--- src/rtl/instruction_fetch_unit.sv ---
// Instruction fetch unit: owns the fetch PC, addresses the combinational program ROM and
// buffers {pc, instruction} pairs in a prefetch FIFO. Optional macro: FETCH_STATS_EN.
module instruction_fetch_unit #(
    parameter int                    DATA_WIDTH = 32,
    parameter int                    FIFO_DEPTH = 4,
    parameter logic [DATA_WIDTH-1:0] RESET_PC   = 32'h0040_0000
) (
    input  logic                          clk,
    input  logic                          reset,
    input  logic                          fetch_enable,
    input  logic                          redirect_valid,
    input  logic [DATA_WIDTH-1:0]         redirect_pc,
    output logic [DATA_WIDTH-1:0]         rom_address,
    input  logic [DATA_WIDTH-1:0]         rom_instruction,
    output logic                          instr_valid,
    input  logic                          instr_ready,
    output logic [DATA_WIDTH-1:0]         instr_out,
    output logic [DATA_WIDTH-1:0]         instr_pc,
    output logic [$clog2(FIFO_DEPTH):0]   fifo_count
`ifdef FETCH_STATS_EN
    ,
    output logic [31:0]                   fetch_count,
    output logic [31:0]                   stall_count
`endif
);

    localparam int                    PTR_W   = $clog2(FIFO_DEPTH);
    localparam int                    CNT_W   = PTR_W + 1;
    localparam logic [CNT_W-1:0]      DEPTH_C = CNT_W'(FIFO_DEPTH);
    localparam logic [CNT_W-1:0]      CNT_ONE = {{(CNT_W-1){1'b0}}, 1'b1};
    localparam logic [PTR_W-1:0]      PTR_ONE = {{(PTR_W-1){1'b0}}, 1'b1};
    localparam logic [DATA_WIDTH-1:0] PC_STEP = {{(DATA_WIDTH-3){1'b0}}, 3'b100};

    typedef enum logic [1:0] {
        ST_RUN   = 2'd0,
        ST_FULL  = 2'd1,
        ST_PAUSE = 2'd2
    } fetch_state_t;

    logic [DATA_WIDTH-1:0] fetch_pc_r;
    logic [DATA_WIDTH-1:0] mem_instr_r [FIFO_DEPTH];
    logic [DATA_WIDTH-1:0] mem_pc_r    [FIFO_DEPTH];
    logic [PTR_W-1:0]      head_r;
    logic [PTR_W-1:0]      tail_r;
    logic [CNT_W-1:0]      count_r;
    logic [CNT_W-1:0]      count_nxt_s;
    fetch_state_t          state_r;
    fetch_state_t          state_nxt_s;
    logic                  valid_s;
    logic                  pop_s;
    logic                  push_s;

    assign valid_s     = (count_r != {CNT_W{1'b0}});
    assign rom_address = fetch_pc_r;
    assign instr_valid = valid_s;
    assign fifo_count  = count_r;

    // Handshake: a full FIFO may still accept a push when the head leaves this cycle.
    always_comb begin
        pop_s  = valid_s & instr_ready;
        push_s = fetch_enable & ((count_r < DEPTH_C) | pop_s) & ~redirect_valid;
    end

    // Next occupancy; a redirect empties the FIFO and swallows any concurrent pop.
    always_comb begin
        count_nxt_s = count_r;
        if (redirect_valid) begin
            count_nxt_s = {CNT_W{1'b0}};
        end else if (push_s && !pop_s) begin
            count_nxt_s = count_r + CNT_ONE;
        end else if (pop_s && !push_s) begin
            count_nxt_s = count_r - CNT_ONE;
        end else begin
            count_nxt_s = count_r;
        end
    end

    // Fetch state tracking: redirect, then pause, then fullness decide the next state.
    always_comb begin
        state_nxt_s = state_r;
        if (redirect_valid) begin
            state_nxt_s = ST_RUN;
        end else if (!fetch_enable) begin
            state_nxt_s = ST_PAUSE;
        end else begin
            case (state_r)
                ST_RUN, ST_PAUSE, ST_FULL: begin
                    if ((count_nxt_s == DEPTH_C) && !pop_s) begin
                        state_nxt_s = ST_FULL;
                    end else begin
                        state_nxt_s = ST_RUN;
                    end
                end
                default: state_nxt_s = ST_RUN;
            endcase
        end
    end

    // Control state: PC, pointers, occupancy and FSM register.
    always_ff @(posedge clk) begin
        if (reset) begin
            fetch_pc_r <= RESET_PC;
            head_r     <= {PTR_W{1'b0}};
            tail_r     <= {PTR_W{1'b0}};
            count_r    <= {CNT_W{1'b0}};
            state_r    <= ST_RUN;
        end else begin
            count_r <= count_nxt_s;
            state_r <= state_nxt_s;
            if (redirect_valid) begin
                fetch_pc_r <= {redirect_pc[DATA_WIDTH-1:2], 2'b00};
                head_r     <= {PTR_W{1'b0}};
                tail_r     <= {PTR_W{1'b0}};
            end else begin
                if (push_s) begin
                    fetch_pc_r <= fetch_pc_r + PC_STEP;
                    tail_r     <= tail_r + PTR_ONE;
                end
                if (pop_s) begin
                    head_r <= head_r + PTR_ONE;
                end
            end
        end
    end

    // FIFO storage needs no reset: outputs are masked while the FIFO is empty.
    always_ff @(posedge clk) begin
        if (push_s && !reset) begin
            mem_instr_r[tail_r] <= rom_instruction;
            mem_pc_r[tail_r]    <= fetch_pc_r;
        end
    end

    // Head presentation, zero when nothing is valid.
    always_comb begin
        instr_out = {DATA_WIDTH{1'b0}};
        instr_pc  = {DATA_WIDTH{1'b0}};
        if (valid_s) begin
            instr_out = mem_instr_r[head_r];
            instr_pc  = mem_pc_r[head_r];
        end else begin
            instr_out = {DATA_WIDTH{1'b0}};
            instr_pc  = {DATA_WIDTH{1'b0}};
        end
    end

`ifdef FETCH_STATS_EN
    logic [31:0] fetch_count_r;
    logic [31:0] stall_count_r;

    // Stall means fetch was wanted but blocked by a full FIFO; pauses and redirects excluded.
    always_ff @(posedge clk) begin
        if (reset) begin
            fetch_count_r <= 32'd0;
            stall_count_r <= 32'd0;
        end else begin
            if (push_s) begin
                fetch_count_r <= fetch_count_r + 32'd1;
            end
            if (fetch_enable && !push_s && !redirect_valid) begin
                stall_count_r <= stall_count_r + 32'd1;
            end
        end
    end

    assign fetch_count = fetch_count_r;
    assign stall_count = stall_count_r;
`endif

endmodule

--- config.mk ---
export PLATFORM = sky130hd
export DESIGN_NAME = instruction_fetch_unit
export DESIGN_NICKNAME = d
export VERILOG_FILES = /design/src/rtl/instruction_fetch_unit.sv
export SDC_FILE = /design/constraint.sdc
export NUM_CORES = 1
export LEC_CHECK = 0
export ABC_AREA = 1
export BUFFER_PORTS_ARGS = -buffer_cell sky130_fd_sc_hd__buf_4
export CAP_MARGIN = 25
export CORE_ASPECT_RATIO = 0.9
export CORE_MARGIN = 2
export CORE_UTILIZATION = 57
export DETAILED_ROUTE_END_ITERATION = 7
export GPL_TIMING_DRIVEN = 0
export PLACE_DENSITY = 0.79
export SYNTH_ARGS = -nofsm -noshare
export SYNTH_HDL_FRONTEND = slang
export SYNTH_SLANG_ARGS = --single-unit
--- constraint.sdc ---
create_clock -name clk -period 4.9 [get_ports clk]
set_input_delay 0.49 -clock clk [delete_from_list [all_inputs] [get_ports clk]]
set_output_delay 0.49 -clock clk [all_outputs]
set_load 0.1 [all_outputs]
* Word level (Yosys, flattened, before mapping) *
Memories as Yosys holds them, arrays and structs flattened. A register that Yosys moved wholly into a read port is not among the register bits.
Index checks and enable logic that the tools add are counted.

storage, ports and cells
  register bits = 39
  bits in latches = 0
  memory bits (writable) = 256
  ROM bits = 0
  input port bits = 69
  logic and storage cells = 40
  memories = 2

memories
  name         words  bits a word  rd ports  clocked after Yosys merged registers in  write ports  line  source
  mem_instr_r  4      32           1         1                                        1            41    logic [DATA_WIDTH-1:0] mem_instr_r [FIFO_DEPTH];
  mem_pc_r     4      32           1         1                                        1            42    logic [DATA_WIDTH-1:0] mem_pc_r [FIFO_DEPTH];

operators by class
  add/sub/neg operators = 5
  $mul = 0
  divide/modulo/power cells = 0
  order comparisons = 1
  eq/ne operators = 0
  shifts and indexed selects = 0
  mux-type cells = 12
  bitwise operators = 5
  reductions and logical operators = 10

operators by type and width
  kind                                               count
  two-way mux 32 bit                                 4
  adder 32 x 3 -> 32 bit, second input constant      1
  two-way mux 2 bit                                  4
  two-way mux 3 bit                                  2
  adder 2 x 1 -> 2 bit, second input constant        2
  nonzero test 2 bit                                 2
  adder 3 x 1 -> 3 bit, second input constant        1
  AND 1 bit                                          3
  logical AND 1 bit                                  3
  logical NOT 1 bit                                  3
  less-than comparator 3 bit, second input constant  1
  nonzero test 3 bit                                 1
  subtractor 3 x 1 -> 3 bit, second input constant   1
  two-way mux 1 bit                                  2
  OR reduction 2 bit                                 1
  inverter 1 bit                                     1
  bitwise OR 1 bit                                   1

* Logic depth before layout (Yosys ltp) *
Gate-level depths: netlist of the first run.

  word-level depth = 9
  depth in mapped cells = 12
  gate-level depth less buffers = 11

* Worst setup path after synthesis of the first run *
No wires, ideal clock.

  kind = flip-flop to flip-flop
  start = reg count_r[2] (netlist: fifo_count[2])
  end = mem mem_instr_r[0][0] (enable)
  library setup time = 0.482 ns
  data arrival time = 3.871 ns
  required time = 4.418 ns
  setup slack = 0.547 ns
  cell stages (with the launch flop) = 6
  buffers on the path = 0
  clock period less this slack = 4.353 ns
  cells stage by stage = dfxtp_1 -> inv_2 -> o21ai_4 -> nor2_2 -> inv_1 -> nor2_1

between the ends
  cells in the longest elaborated chain, start to end = 8

RTL lines
  element                                                                             line  source
  from (decl)                                                                         45    logic [CNT_W-1:0] count_r;
  from (signal assigned)                                                              105   count_r <= {CNT_W{1'b0}};
  from (signal assigned)                                                              108   count_r <= count_nxt_s;
  parallel branches: the longest is 2 deep, another holds less-than comparator 3 bit  n/a
  bitwise OR 1 bit (*)                                                                61    push_s = fetch_enable & ((count_r < DEPTH_C) | pop_s) & ~redirect_valid;
  AND 1 bit (*) (2 in a row)                                                          61
  logical AND 1 bit (*)                                                               128   if (push_s && !reset) begin
  two-way mux 1 bit (*)                                                               128
  two-way mux 1 bit (implied by the code) (*)                                         129   mem_instr_r[tail_r] <= rom_instruction;
  to (decl)                                                                           41

Mark *: on every way between the ends.

* Worst setup path after layout of the first run *
  start = reg count_r[0] (netlist: fifo_count[0])
  end = out instr_pc[15]

between the ends
  cells in the longest elaborated chain, start to end = 2

RTL lines
  element             line  source
  nonzero test 3 bit  53    assign valid_s = (count_r != {CNT_W{1'b0}});
  two-way mux 32 bit  138   if (valid_s) begin
  to (decl)           18    output logic [DATA_WIDTH-1:0] instr_pc,

No other way between the ends.

==> flow_metrics.tcl, run 1 <==
set metrics [dict create \
    pwr-share-comb_pct 16.3 \
    vias_per_cell 5.50 \
    cts_buffers 29 \
    nets 1441 \
    netlist_top_cells_count "300 x nor2_1, 248 x edfxtp_1, 151 x o21ai_0" \
    max-cap-violations 0 \
    crit_fanout 10 \
    fp.dieH_um 142 \
    pin_count 169 \
    synth-edff-count 248 \
    synth_top_cell_by_area "edfxtp_1" \
    dp_hpwl_um 20200 \
    p_seq_share_pct 44.8 \
    end_kind "primary output" \
    syn_inst 1162 \
    cts_tree "yes" \
    critPathRequiredTime_ps 4410 \
    cts_buffer_depth 3 \
    finalSetupViolCount 0 \
    rsz0062_at_grt "no" \
    root_buffer "clkbuf_16" \
    synthToLayoutAreaGrowth_pct 23.4 \
    coreArea_um2 20800 \
    firstDrtPassIters 5 \
    cts.sinks 287 \
    synth.top_cell.area_share_pct 61.6 \
    htreeDepth 1 \
    gp_congestion 0.863 \
    critPathArrivalTime_ps 2750 \
    avgSynthCellArea_um2 10.4 \
    synth_seq_cells 287 \
    place_area_um2 13900 \
    yosys_warnings 0 \
    p_per_area_nw_per_um2 412 \
    n_fill_cell 1442 \
    power_frac_clock_pct 38.9 \
    port_buffers 161 \
    start_util_pct 58.1 \
    synth.area.top_cells "edfxtp_1 62%, nor2_1 9.3%, dfxtp_1 6.5%, o21ai_0 6.2%, nand2_1 4.6%" \
    grt_first_pass_wirelength_um 47100 \
    vias 9200 \
    power.switching_w 0.00175 \
    path_clk_slew_ps 60 \
    relSlewSlack_pct 27.3 \
    grt_overflow 0 \
    first_global_vias 8867 \
    routedWlPerCell_um 18.2 \
    syn_area_um2 12100 \
    ant_nets 0 \
    ctsHoldBuffers 0 \
    drv_slew 0 \
    tightest_slew_ps 1090 \
    cts_resized 0 \
    post-cts-setup-buffers 0 \
    seq_area_frac_synth_pct 68.0 \
    vdd_ir_drop_max_v 0.000269 \
    drive_gt1_share_pct 18.4 \
    drc_errors 0 \
    wl_um 30500 \
    synth_ff_type "edfxtp_1" \
    holdCritPathClass "in2reg" \
    first_iter_violations 809 \
    p_int_w 0.00440 \
    synthDistinctLibCells 32 \
    max_freq_mhz 309 \
    grt_max_degree 32 \
    die_width_um 158 \
    regArea_um2 8230 \
    num_rows 50 \
    grt_usage_pct 27.5 \
    stdcell_area_um2 14900 \
    fin_crit_sh_pct 66.0 \
    tns_ps 0 \
    multiInputGateArea_um2 3420 \
    utilization_pct 71.7 \
    async_flop_share_pct 0 \
    clock_skew_ps 10.9 \
    swShare_pct 28.5 \
    die_area_um2 22400 \
    p_leak_nw 5.54 \
    hold_violations 0 \
    insertion_delay_ps 530 \
    path_class "reg2out" \
    status "complete, no violations" \
    start_kind "flop" \
    antenna_found_initial 0 \
    synth_most_common_cell "nor2_1" \
    period_minus_slack_ps 3240 \
]
-- registers in the layout, summed over array words and instances (netlist names), named ones only --
| name | flops |
|---|---|
| fifo_count | 3 |
| head_r | 2 |
| mem_instr_r | 128 |
| mem_pc_r | 120 |
| rom_address | 30 |
| tail_r | 2 |
-- worst paths after layout --
path	cells past startpoint	slack, ps	end	start
worst min-delay path	1	160	mem_instr_r[0][1]$_DFFE_PP_	rom_instruction[1]
worst min register to register	1	480	head_r[0]$_SDFFE_PP0P_	head_r[0]$_SDFFE_PP0P_
worst max-delay path	4	1660	instr_pc[15]	fifo_count[0]$_SDFFE_PP0P_
worst max register to register	11	2200	fifo_count[2]$_SDFFE_PP0P_	fifo_count[0]$_SDFFE_PP0P_
-- cell families (layout without fill, tap and decap cells) --
kind of cell	count (synthesis)	after routing	share of synthesized area [%]
AOI/OAI and AO/OA	250	250	10.6
adders and majority gates	7	7	0.786
DFF	287	287	68.0
other	1	5	0.0310
buffers and inverters	120	342	4.02
xor gates and xnor gates	13	13	0.941
and+or+nand+nor	484	484	15.6
-- final cells by class --
type,count,area share (%)
timing repair buffer,169,9.22
sequential,287,55.1
tap,286,2.40
clock buffer,35,5.21
multi-input combinational,758,22.9
buffer,61,1.78
clock inverter,18,1.84
inverter,59,1.48
antenna,1,0.0168
-- stage by stage --
stage | total power, W | cells | hold WS, ps | setup slack (ps)
2_1_floorplan | 0.00353 | 1165 | 436 | 547
3_3_place_gp | 0.00379 | 1612 | 454 | -1710
3_5_place_dp | 0.00380 | 1620 | 469 | 1870
4_1_cts | 0.00617 | 1673 | 140 | 1670
5_1_grt | 0.00633 | 1673 | 142 | 1550
6_report | 0.00615 | 1674 | 158 | 1660
-- power groups by stage --
| stage | Clock [W] | Combinational [W] | Sequential, W |
|---|---|---|---|
| 2_1_floorplan | 0 | 0.000621 | 0.00291 |
| 3_3_place_gp | 0 | 0.000983 | 0.00281 |
| 3_5_place_dp | 0 | 0.00100 | 0.00280 |
| 4_1_cts | 0.00242 | 0.00100 | 0.00275 |
| 5_1_grt | 0.00252 | 0.00105 | 0.00276 |
| 6_report | 0.00239 | 0.00100 | 0.00275 |
-- layer usage --
layer / global-route usage, % / vias to the layer above / part of all wire, %
met2: 46.6 / 479 / 48
li1: - / 4351 / -
met4: 8.28 / 0 / 2.6
met3: 4.35 / 54 / 9.4
met5: 0 / - / 0
met1: 36.9 / 4316 / 40
-- placed cells by master, fill, tap and decap left out, types with 2 or more instances in the layout --
master and instances:
nand2_1 149, inv_1 55, nand3_1 21, nand4_1 2, a31oi_1 9, nor2_1 296, buf_2 11, a21oi_2 2
buf_4 165, bufinv_16 7, dfxtp_1 39, inv_2 4, o21ai_0 151, a21oi_1 84, ha_1 6, nor2_2 6
clkbuf_16 29, o21ai_1 2, conb_1 4, clkinv_2 7, nor2_4 5, clkbuf_1 47, xnor2_1 2, edfxtp_1 248
clkbuf_8 3, buf_12 7, xor2_1 11
-- worst max-delay path, stage by stage (launching register included) --
cell and delay [ps]:
dfxtp_1 360, nor3_2 870, clkbuf_1 500, a21oi_1 180, buf_4 280
No activity file was read; power rests on OpenSTA's default activity.
==> run 2, diff against run 1 <==
CORE_UTILIZATION = 52   (was 57)
PLACE_DENSITY = 0.76   (was 0.79)
clock period = 2.9 ns   (was 4.9 ns; I/O delays follow)
==> run 2 against run 1 <==
Against the previous run:
- global-route usage shrank 2.3 points
- final area rose by 3.7%
- sequential share of layout area decreased by 2.0 points
- wire length grew 0.43%
- largest power group unchanged
==> flow_metrics.tcl, run 2 (synthesized netlist as in run 1, its figures left out) <==
set metrics [dict create \
    rrSetupSlack_ps 210 \
    die_width_um 165 \
    grt_usage_pct 25.2 \
    pin_count 169 \
    period_minus_slack_ps 2750 \
    final_common_cell "nor2_1" \
    num_rows 52 \
    start_util_pct 53.4 \
    cts.sinks 287 \
    htreeDepth 1 \
    rsz0062_at_grt "no" \
    grt_max_degree 30 \
    vias 9284 \
    vdd_ir_drop_max_v 0.000421 \
    end_kind "primary output" \
    regMostFlops "mem_instr_r" \
    critPathRequiredTime_ps 2610 \
    largest_register_ffs 128 \
    tightest_slew_ps 712 \
    final_cell_mix "296 x nor2_1, 248 x edfxtp_1, 155 x buf_4, 151 x o21ai_0, 149 x nand2_1" \
    antenna_found_initial 0 \
    drive_gt1_share_pct 21.6 \
    p_leak_nw 5.70 \
    gp_congestion 0.871 \
    post-cts-setup-buffers 0 \
    root_buffer "clkbuf_16" \
    relSlewSlack_pct 52.4 \
    ant_nets 0 \
    diodes 0 \
    port_buffers 161 \
    drc_errors 0 \
    coreArea_um2 22600 \
    finalSetupViolCount 0 \
    grt_first_pass_wirelength_um 47100 \
    path_class "reg2out" \
    path_clk_slew_ps 60 \
    rr_startpoint "fifo_count[2]$_SDFFE_PP0P_" \
    hold_violations 0 \
    cts_tree "yes" \
    crit_fanout 10 \
    routedWlPerCell_um 17.8 \
    cts_buffers 29 \
    cp_slowest_cell "dfxtp_1" \
    start_kind "flop" \
    wl_um 30700 \
    synthToLayoutAreaGrowth_pct 28.0 \
    nets 1477 \
    rr_worst_depth 8 \
    cts_buffer_depth 3 \
    clock_skew_ps 13.3 \
    first_iter_violations 990 \
    critPathArrivalTime_ps 2460 \
    vias_per_cell 5.39 \
    max-cap-violations 0 \
    critPathCapture "instr_pc[15]" \
    die_area_um2 24500 \
    drv_slew 0 \
    first_global_vias 8850 \
    power_w 0.0102 \
    n_fill_cell 1628 \
    fp.dieH_um 149 \
    insertion_delay_ps 550 \
    grt_overflow 0 \
    fin_crit_sh_pct 94.8 \
    p_per_area_nw_per_um2 661 \
    status "complete, no violations" \
    firstDrtPassIters 7 \
    utilization_pct 68.4 \
    holdCritPathClass "in2reg" \
    max_stage_delay_ps 300 \
    tns_ps 0 \
    dp_hpwl_um 20000 \
    crit_path_frequent_cell "buf_2" \
    timing.rr.end "mem_instr_r[1][16]$_DFFE_PP_" \
    max_freq_mhz 364 \
    crit_chain "buf_2 -> inv_2 -> buf_2 -> clkbuf_2 -> o21ai_0 -> a21oi_2 -> buf_6" \
]
run 2: changes by cell type in the layout (fill, tap and decap cells not counted), moves of 10 or more:
cell           change
clkbuf_2          +16
a21oi_2           +42
buf_4             -10
a21oi_1           -42
buf_6             +10
clkbuf_1          -14
dlygate4sd3_1     +35
run 2: worst min-delay path by stage:
stage                           start                          end  slack [ps]  cells past startpoint
2_1_floorplan                   reset  rom_address[2]$_SDFFE_PP0P_         360                      1
3_3_place_gp   head_r[0]$_SDFFE_PP0P_       head_r[0]$_SDFFE_PP0P_         450                      1
3_5_place_dp   head_r[1]$_SDFFE_PP0P_       head_r[1]$_SDFFE_PP0P_         460                      2
4_1_cts                redirect_pc[7]  rom_address[7]$_SDFFE_PP0P_           9                      3
5_1_grt                redirect_pc[7]  rom_address[7]$_SDFFE_PP0P_          20                      3
6_report               redirect_pc[7]  rom_address[7]$_SDFFE_PP0P_          30                      3
run 2: power by group:
part	switching, W	total, W	internal (W)
sequential	0.0000923	0.00466	0.00456
combinational	0.00140	0.00180	0.000401
clock	0.00152	0.00378	0.00226
run 2: final cells by class:
class	instances	area (um2)	share of cell area [%]
buffer	61	290	1.88
tap	297	372	2.40
clock inverter	17	189	1.22
timing repair buffer	205	1810	11.7
multi-input combinational	758	3590	23.2
sequential	287	8230	53.1
clock buffer	37	786	5.08
inverter	59	221	1.43
run 2: stage by stage:
stage	instances	worst slack (ps)	area, um2	hold WS, ps
after floorplan	1165	-448	12300	359
after global placement	1623	-1840	13900	453
after detailed placement	1632	-105	14100	458
after CTS	1721	2.66	15400	9.44
after global routing	1721	1.91	15500	18.9
final	1721	151	15500	25.3
run 2: worst max-delay path: cells and delay by family, from the launching register on:
family,cells,cell delay [ps]
AOI/OAI and AO/OA,2,420
DFF,1,300
buffers and inverters,5,1180
run 2: timing repair:
action | CTS | global route
endpoints found under the hold margin | 130 | 0
hold buffers | 35 | 0
setup endpoints to repair | 60 | 47
gates resized for setup | 9 | 28
run 2: metal layers:
layer	global-route usage [%]	wire (um)	vias up
li1	-	-	4443
met1	34.9	12700	4326
met2	40.7	14500	446
met3	4.41	2550	69
met4	8.09	900	0
met5	0	0	-
